[config.mk]
export PLATFORM = sky130hd
export DESIGN_NAME = mem_arbiter_flat
export DESIGN_NICKNAME = d
export VERILOG_FILES = /design/src/rtl/mem_arbiter_if.sv /design/src/rtl/mem_arbiter.sv /design/src/flat_wrapper.sv
export SDC_FILE = /design/constraint.sdc
export NUM_CORES = 1
export LEC_CHECK = 0
export BUFFER_PORTS_ARGS = -buffer_cell sky130_fd_sc_hd__buf_2
export CAP_MARGIN = 10
export CORE_AREA = 4 4 106 108
export CTS_BUF_LIST = sky130_fd_sc_hd__clkbuf_4
export CTS_CLUSTER_DIAMETER = 50
export DETAILED_ROUTE_END_ITERATION = 12
export DIE_AREA = 0 0 110 112
export PLACE_DENSITY_LB_ADDON = 0.25
export SYNTH_ARGS = -nofsm -noshare
export SYNTH_HDL_FRONTEND = slang
export SYNTH_SLANG_ARGS = --single-unit
[constraint.sdc]
create_clock -name i_clk -period 3.6 [get_ports i_clk]
set_clock_uncertainty 0.05 [all_clocks]
set_input_delay 0.72 -clock i_clk [delete_from_list [all_inputs] [get_ports i_clk]]
set_output_delay 0.72 -clock i_clk [all_outputs]
set_load 0.005 [all_outputs]
[src/rtl/mem_arbiter_if.sv]
// rtl/mem_arbiter_if.sv - fetch/LSU request ports and shared memory port of the arbiter
interface mem_arbiter_if;
  logic        i_if_req;
  logic [31:0] i_if_addr;
  logic        o_if_gnt;
  logic        o_if_rvalid;
  logic [31:0] o_if_rdata;

  logic        i_ls_req;
  logic        i_ls_we;
  logic [31:0] i_ls_addr;
  logic [31:0] i_ls_wdata;
  logic [3:0]  i_ls_bmask;
  logic        o_ls_gnt;
  logic        o_ls_rvalid;
  logic [31:0] o_ls_rdata;

  logic        o_mem_en;
  logic        o_mem_we;
  logic [31:0] o_mem_addr;
  logic [31:0] o_mem_wdata;
  logic [3:0]  o_mem_bmask;
  logic [31:0] i_mem_rdata;

  logic        o_stall;

  modport slave (
    input  i_if_req, i_if_addr, i_ls_req, i_ls_we, i_ls_addr, i_ls_wdata, i_ls_bmask, i_mem_rdata,
    output o_if_gnt, o_if_rvalid, o_if_rdata, o_ls_gnt, o_ls_rvalid, o_ls_rdata,
    output o_mem_en, o_mem_we, o_mem_addr, o_mem_wdata, o_mem_bmask, o_stall
  );

  modport master (
    output i_if_req, i_if_addr, i_ls_req, i_ls_we, i_ls_addr, i_ls_wdata, i_ls_bmask, i_mem_rdata,
    input  o_if_gnt, o_if_rvalid, o_if_rdata, o_ls_gnt, o_ls_rvalid, o_ls_rdata,
    input  o_mem_en, o_mem_we, o_mem_addr, o_mem_wdata, o_mem_bmask, o_stall
  );
endinterface

[src/rtl/mem_arbiter.sv]
// rtl/mem_arbiter.sv - two-requester (fetch/LSU) arbiter for one memory port with starvation guard
module mem_arbiter #(
  parameter int RD_LAT     = 1,
  parameter int STARVE_MAX = 4
) (
  input  logic          i_clk,
  input  logic          i_reset,
  mem_arbiter_if.slave  io_bus
);

  typedef enum logic {IDLE, RD_WAIT} state_t;

  localparam logic [2:0] LAT_INIT   = 3'(RD_LAT);
  localparam logic [3:0] STARVE_LIM = 4'(STARVE_MAX);

  state_t     r_state;
  logic [2:0] r_lat_cnt;
  logic [3:0] r_starve_cnt;
  logic       r_owner_ls;

  logic w_idle;
  logic w_if_win;
  logic w_ls_win;
  logic w_rd_done;

  // Grants are decided combinationally from the current requests; reset masks them.
  assign w_idle    = (r_state == IDLE) && !i_reset;
  assign w_if_win  = w_idle && io_bus.i_if_req &&
                     (!io_bus.i_ls_req || (r_starve_cnt == STARVE_LIM));
  assign w_ls_win  = w_idle && io_bus.i_ls_req && !w_if_win;
  assign w_rd_done = (r_state == RD_WAIT) && (r_lat_cnt == 3'd0) && !i_reset;

  assign io_bus.o_if_gnt    = w_if_win;
  assign io_bus.o_ls_gnt    = w_ls_win;

  assign io_bus.o_mem_en    = w_if_win || w_ls_win;
  assign io_bus.o_mem_we    = w_ls_win && io_bus.i_ls_we;
  assign io_bus.o_mem_addr  = w_ls_win ? io_bus.i_ls_addr : io_bus.i_if_addr;
  assign io_bus.o_mem_wdata = io_bus.i_ls_wdata;
  assign io_bus.o_mem_bmask = w_ls_win ? io_bus.i_ls_bmask : 4'hF;

  assign io_bus.o_if_rvalid = w_rd_done && !r_owner_ls;
  assign io_bus.o_ls_rvalid = w_rd_done && r_owner_ls;
  assign io_bus.o_if_rdata  = io_bus.i_mem_rdata;
  assign io_bus.o_ls_rdata  = io_bus.i_mem_rdata;

  assign io_bus.o_stall = !i_reset &&
                          ((io_bus.i_if_req && !w_if_win) ||
                           (io_bus.i_ls_req && !w_ls_win) ||
                           (r_state == RD_WAIT));

  always_ff @(posedge i_clk) begin
    if (i_reset) begin
      r_state      <= IDLE;
      r_lat_cnt    <= 3'd0;
      r_starve_cnt <= 4'd0;
      r_owner_ls   <= 1'b0;
    end else begin
      case (r_state)
        IDLE: begin
          // LSU writes finish in the grant cycle, so only reads occupy the port.
          if (w_if_win || (w_ls_win && !io_bus.i_ls_we)) begin
            r_state    <= RD_WAIT;
            r_lat_cnt  <= LAT_INIT;
            r_owner_ls <= w_ls_win;
          end
        end
        RD_WAIT: begin
          if (r_lat_cnt == 3'd0) begin
            r_state <= IDLE;
          end else begin
            r_lat_cnt <= r_lat_cnt - 3'd1;
          end
        end
        default: r_state <= IDLE;
      endcase

      if (!io_bus.i_if_req || w_if_win) begin
        r_starve_cnt <= 4'd0;
      end else if (r_starve_cnt != STARVE_LIM) begin
        r_starve_cnt <= r_starve_cnt + 4'd1;
      end
    end
  end

endmodule

[src/flat_wrapper.sv]
// flat-port wrapper written by rule: the top's interface ports become plain ports
module mem_arbiter_flat 
#(
  parameter int RD_LAT     = 1,
  parameter int STARVE_MAX = 4
)
  (i_clk, i_reset, io_bus_i_if_req, io_bus_i_if_addr, io_bus_i_ls_req, io_bus_i_ls_we, io_bus_i_ls_addr, io_bus_i_ls_wdata, io_bus_i_ls_bmask, io_bus_i_mem_rdata, io_bus_o_if_gnt, io_bus_o_if_rvalid, io_bus_o_if_rdata, io_bus_o_ls_gnt, io_bus_o_ls_rvalid, io_bus_o_ls_rdata, io_bus_o_mem_en, io_bus_o_mem_we, io_bus_o_mem_addr, io_bus_o_mem_wdata, io_bus_o_mem_bmask, io_bus_o_stall);
  mem_arbiter_if io_bus_i ();
  input  logic i_clk;
  input  logic i_reset;
  input wire logic [$bits(io_bus_i.i_if_req)-1:0] io_bus_i_if_req;
  input wire logic [$bits(io_bus_i.i_if_addr)-1:0] io_bus_i_if_addr;
  input wire logic [$bits(io_bus_i.i_ls_req)-1:0] io_bus_i_ls_req;
  input wire logic [$bits(io_bus_i.i_ls_we)-1:0] io_bus_i_ls_we;
  input wire logic [$bits(io_bus_i.i_ls_addr)-1:0] io_bus_i_ls_addr;
  input wire logic [$bits(io_bus_i.i_ls_wdata)-1:0] io_bus_i_ls_wdata;
  input wire logic [$bits(io_bus_i.i_ls_bmask)-1:0] io_bus_i_ls_bmask;
  input wire logic [$bits(io_bus_i.i_mem_rdata)-1:0] io_bus_i_mem_rdata;
  output wire logic [$bits(io_bus_i.o_if_gnt)-1:0] io_bus_o_if_gnt;
  output wire logic [$bits(io_bus_i.o_if_rvalid)-1:0] io_bus_o_if_rvalid;
  output wire logic [$bits(io_bus_i.o_if_rdata)-1:0] io_bus_o_if_rdata;
  output wire logic [$bits(io_bus_i.o_ls_gnt)-1:0] io_bus_o_ls_gnt;
  output wire logic [$bits(io_bus_i.o_ls_rvalid)-1:0] io_bus_o_ls_rvalid;
  output wire logic [$bits(io_bus_i.o_ls_rdata)-1:0] io_bus_o_ls_rdata;
  output wire logic [$bits(io_bus_i.o_mem_en)-1:0] io_bus_o_mem_en;
  output wire logic [$bits(io_bus_i.o_mem_we)-1:0] io_bus_o_mem_we;
  output wire logic [$bits(io_bus_i.o_mem_addr)-1:0] io_bus_o_mem_addr;
  output wire logic [$bits(io_bus_i.o_mem_wdata)-1:0] io_bus_o_mem_wdata;
  output wire logic [$bits(io_bus_i.o_mem_bmask)-1:0] io_bus_o_mem_bmask;
  output wire logic [$bits(io_bus_i.o_stall)-1:0] io_bus_o_stall;
  assign io_bus_i.i_if_req = io_bus_i_if_req;
  assign io_bus_i.i_if_addr = io_bus_i_if_addr;
  assign io_bus_i.i_ls_req = io_bus_i_ls_req;
  assign io_bus_i.i_ls_we = io_bus_i_ls_we;
  assign io_bus_i.i_ls_addr = io_bus_i_ls_addr;
  assign io_bus_i.i_ls_wdata = io_bus_i_ls_wdata;
  assign io_bus_i.i_ls_bmask = io_bus_i_ls_bmask;
  assign io_bus_i.i_mem_rdata = io_bus_i_mem_rdata;
  assign io_bus_o_if_gnt = io_bus_i.o_if_gnt;
  assign io_bus_o_if_rvalid = io_bus_i.o_if_rvalid;
  assign io_bus_o_if_rdata = io_bus_i.o_if_rdata;
  assign io_bus_o_ls_gnt = io_bus_i.o_ls_gnt;
  assign io_bus_o_ls_rvalid = io_bus_i.o_ls_rvalid;
  assign io_bus_o_ls_rdata = io_bus_i.o_ls_rdata;
  assign io_bus_o_mem_en = io_bus_i.o_mem_en;
  assign io_bus_o_mem_we = io_bus_i.o_mem_we;
  assign io_bus_o_mem_addr = io_bus_i.o_mem_addr;
  assign io_bus_o_mem_wdata = io_bus_i.o_mem_wdata;
  assign io_bus_o_mem_bmask = io_bus_i.o_mem_bmask;
  assign io_bus_o_stall = io_bus_i.o_stall;
  mem_arbiter #(.RD_LAT(RD_LAT), .STARVE_MAX(STARVE_MAX)) u_core (.i_clk(i_clk), .i_reset(i_reset), .io_bus(io_bus_i));
endmodule
==> results by group <==
Synth
  – Multiplexer share of the synthesized area: a little under a quarter
  – Synth Flop Type: dfxtp_1
  – Yosys reg bits: 9
  – Asr flop ratio synth: 0%
  – Mapped Cells: 199
  – Synth Area in Compound Gates: 5.24%
  – Post-synth EDFFs: 0
  – Synth Area in Simple Gates: 9.49%
  – Synthesized area per cell: 8.88 um2
  – Largest family of logic cells by synthesized area: buffers and inverters
  – Synth Area in XOR/XNOR: 1.49%
  – Syn nets: 340
  – Post-synthesis adder-cell area fraction: 2.83%
  – Distinct cell type count after synthesis: 32
  – Register area share after synthesis: 10.2%
  – Netlist Area Pre-Place: 1770 um2
  – YS warnings: 0

Final layout
  – Core Util, Final: 17.5%
  – Layout cells sized above 1: between 70% and 80%
  – Antenna cells: 0
  – Most common cell after layout, fill and taps aside: buf_2
  – Final net count: 359
  – Most frequent cells in the layout: 115 x buf_2, 18 x mux2_2, 14 x mux2_4, 11 x inv_1, 9 x dfxtp_1
  – # fillers: about 1.2k
  – Area Overhead vs Synth: 1.06%

CTS
  – Worst-path clk slew: 0.07 ns
  – CTS Buffer Depth: 2
  – Later-pin clock latency in the skew report: 0.26 ns
  – CTS tree: done
  – Root buffer cell: clkbuf_4
  – Hold buffers post-CTS: 0
  – Post-CTS setup repair buffer count: 0
  – TritonCTS Buffers: 3
  – Gates resized, CTS repair: 0
  – CTS Sinks: 9
  – H-tree depth: 1

Die
  – Core Area: slightly above 10000 um2
  – Num ports: 276
  – Initial Util: 17.3%
  – Die height: 112 um
  – Die Wd: 110 um
  – Die area: 12300 um2
  – Row count: 37

Setup path
  – Critical Path Start: u_core.r_starve_cnt[0]
  – Worst path required time: 2.83 ns
  – CP arrival: 2.16 ns
  – Crit end category: output port
  – Worst Path Max Fanout: 32
  – Setup crit start kind: register
  – FF-to-FF Start: u_core.r_starve_cnt[0]
  – Max incr delay on CP: 0.36 ns
  – FF-to-FF path depth: 6
  – CP max stage cell: mux2_2
  – CP Cell Sequence: inv_1 > ha_1 > nand3b_4 > o211ai_4 > buf_12 > mux2_2 > buf_2
  – Critical path class: register to output port

Placed design
  – # port buffers: about 120
  – DP HPWL: about 5000 um
  – Global placement routability congestion: 0.717
  – Post-place setup slack: about 0.74 ns

Route
  – TritonRoute pass-1 iters: 4
  – Vias per cell: 3.53
  – Antenna viol nets, final: 0
  – DR DRC count: 0
  – Starting DRT DRC Count: 28
  – Detailed Route WL: approximately 5600 um
  – Routed wire per std cell: 15.9 um
  – Vias: 1245

Power and ir drop
  – Pwr dens: between 200 and 250 nW/um2
  – Pleak: 0.915 nW
  – Worst VDD drop: about 0.000069 V
  – Power Total: 0.000363 W

Global routing
  – Vias in the first global route: 1293
  – First-pass GRT wire length: 7600 um
  – Pin count of the biggest net entering global routing: 33
  – All-layer global routing usage: 8.11%
  – Total gr overflow: 0
  – Number of antenna violations at the first check in global routing: 0

STA
  – Final setup violation count: 0
  – Slew margin rel.: 74.2%
  – TNS Setup: 0 ns
  – Worst-Margin Slew: 0.383 ns
  – Fin crit share: 81.3%
  – Pins Over Slew Limit: 0
  – Min Hold Slack: ~0.45 ns
  – Final WS setup: 0.673 ns
  – Fmax: 342 MHz
  – RSZ-0062 raised after global routing: false
  – Final min period: 2.93 ns
  – Hold Fails Final Rpt: 0

Hold path
  – HP Class: register to register
  – Hold Path Origin: u_core.r_owner_ls
  – Hold Crit Depth: 2

Outcome
  – Status: finished clean

Flow run
  – Max Cap Violations: 0
==> where the power goes <==
group,switching [W],leakage (nW),internal [W],total [W]
combinational,0.0000693,0.824,0.000102,0.000171
clock,0.0000353,0.0184,0.0000502,0.0000855
sequential,0.00000347,0.0732,0.000103,0.000107
==> path summary, 6_finish.rpt <==
check,to,slack [ns]
max,io_bus_o_mem_addr[31],0.67
min,u_core.r_owner_ls,0.45
max reg2reg,u_core.r_owner_ls,1.84
min reg2reg,u_core.r_owner_ls,0.45
==> flip-flops by register name (all words and copies together) (netlist names) <==
register / count
u_core.r_state: 1
u_core.r_lat_cnt: 3
u_core.r_owner_ls: 1
u_core.r_starve_cnt: 4
==> synthesized netlist by cell type, drive strengths merged (2+ instances only) <==
master	instances	share of area [%]
nand2b	2	0.71
nor3	4	1.1
or2	5	1.8
a211oi	2	1.1
buf	101	44
ha	4	2.8
inv	11	2.3
mux2	32	23
a31oi	2	0.71
dfxtp	9	10
o211ai	2	1.1
nor2	4	1.3
xnor2	3	1.5
o22ai	2	0.71
nand3	2	0.57
a21oi	3	0.85
nand4b	2	0.99
==> critical path: cells and delay by family (launching register included) <==
kind	cells	cell delay [ns]
buffers and inverters	3	0.48
muxes	1	0.36
AOI/OAI and AO/OA	1	0.35
DFF	1	0.32
adders and majority gates	1	0.23
and+or+nand+nor	1	0.12
==> stage by stage <==
| stage | cell area [um2] | instances |
|---|---|---|
| 2_1_floorplan | 1770 | 199 |
| 3_3_place_gp | 1760 | 349 |
| 3_5_place_dp | 1760 | 349 |
| 4_1_cts | 1790 | 353 |
| 5_1_grt | 1790 | 353 |
| 6_report | 1790 | 353 |
==> metal layers <==
metal  vias to the layer above  GRT usage, %  wire [um]
met5                         -             0          0
met4                         0          2.74         99
met3                        19          4.29        843
met2                       106          14.2       2820
met1                       527          8.05       1840
li1                        593             -          -
==> final cells by class <==
cell class | instances | area (um2) | area share, %
Tap cell | 136 | 170 | 9.53
Inverter | 11 | 41.3 | 2.31
Multi-Input combinational cell | 77 | 768 | 43.0
Sequential cell | 9 | 180 | 10.1
Timing Repair Buffer | 116 | 596 | 33.4
Clock buffer | 4 | 30.0 | 1.68
==> kinds of logic after synthesis <==
family                   after synthesis
AND/OR/NAND/NOR                       24
XOR/XNOR                               3
multiplexers                          33
flip-flops                             9
AO/OA/AOI/OAI                         13
adder cells (fa/ha/maj)                4
buffers and inverters                113
No activity file was read; power rests on OpenSTA's default activity.
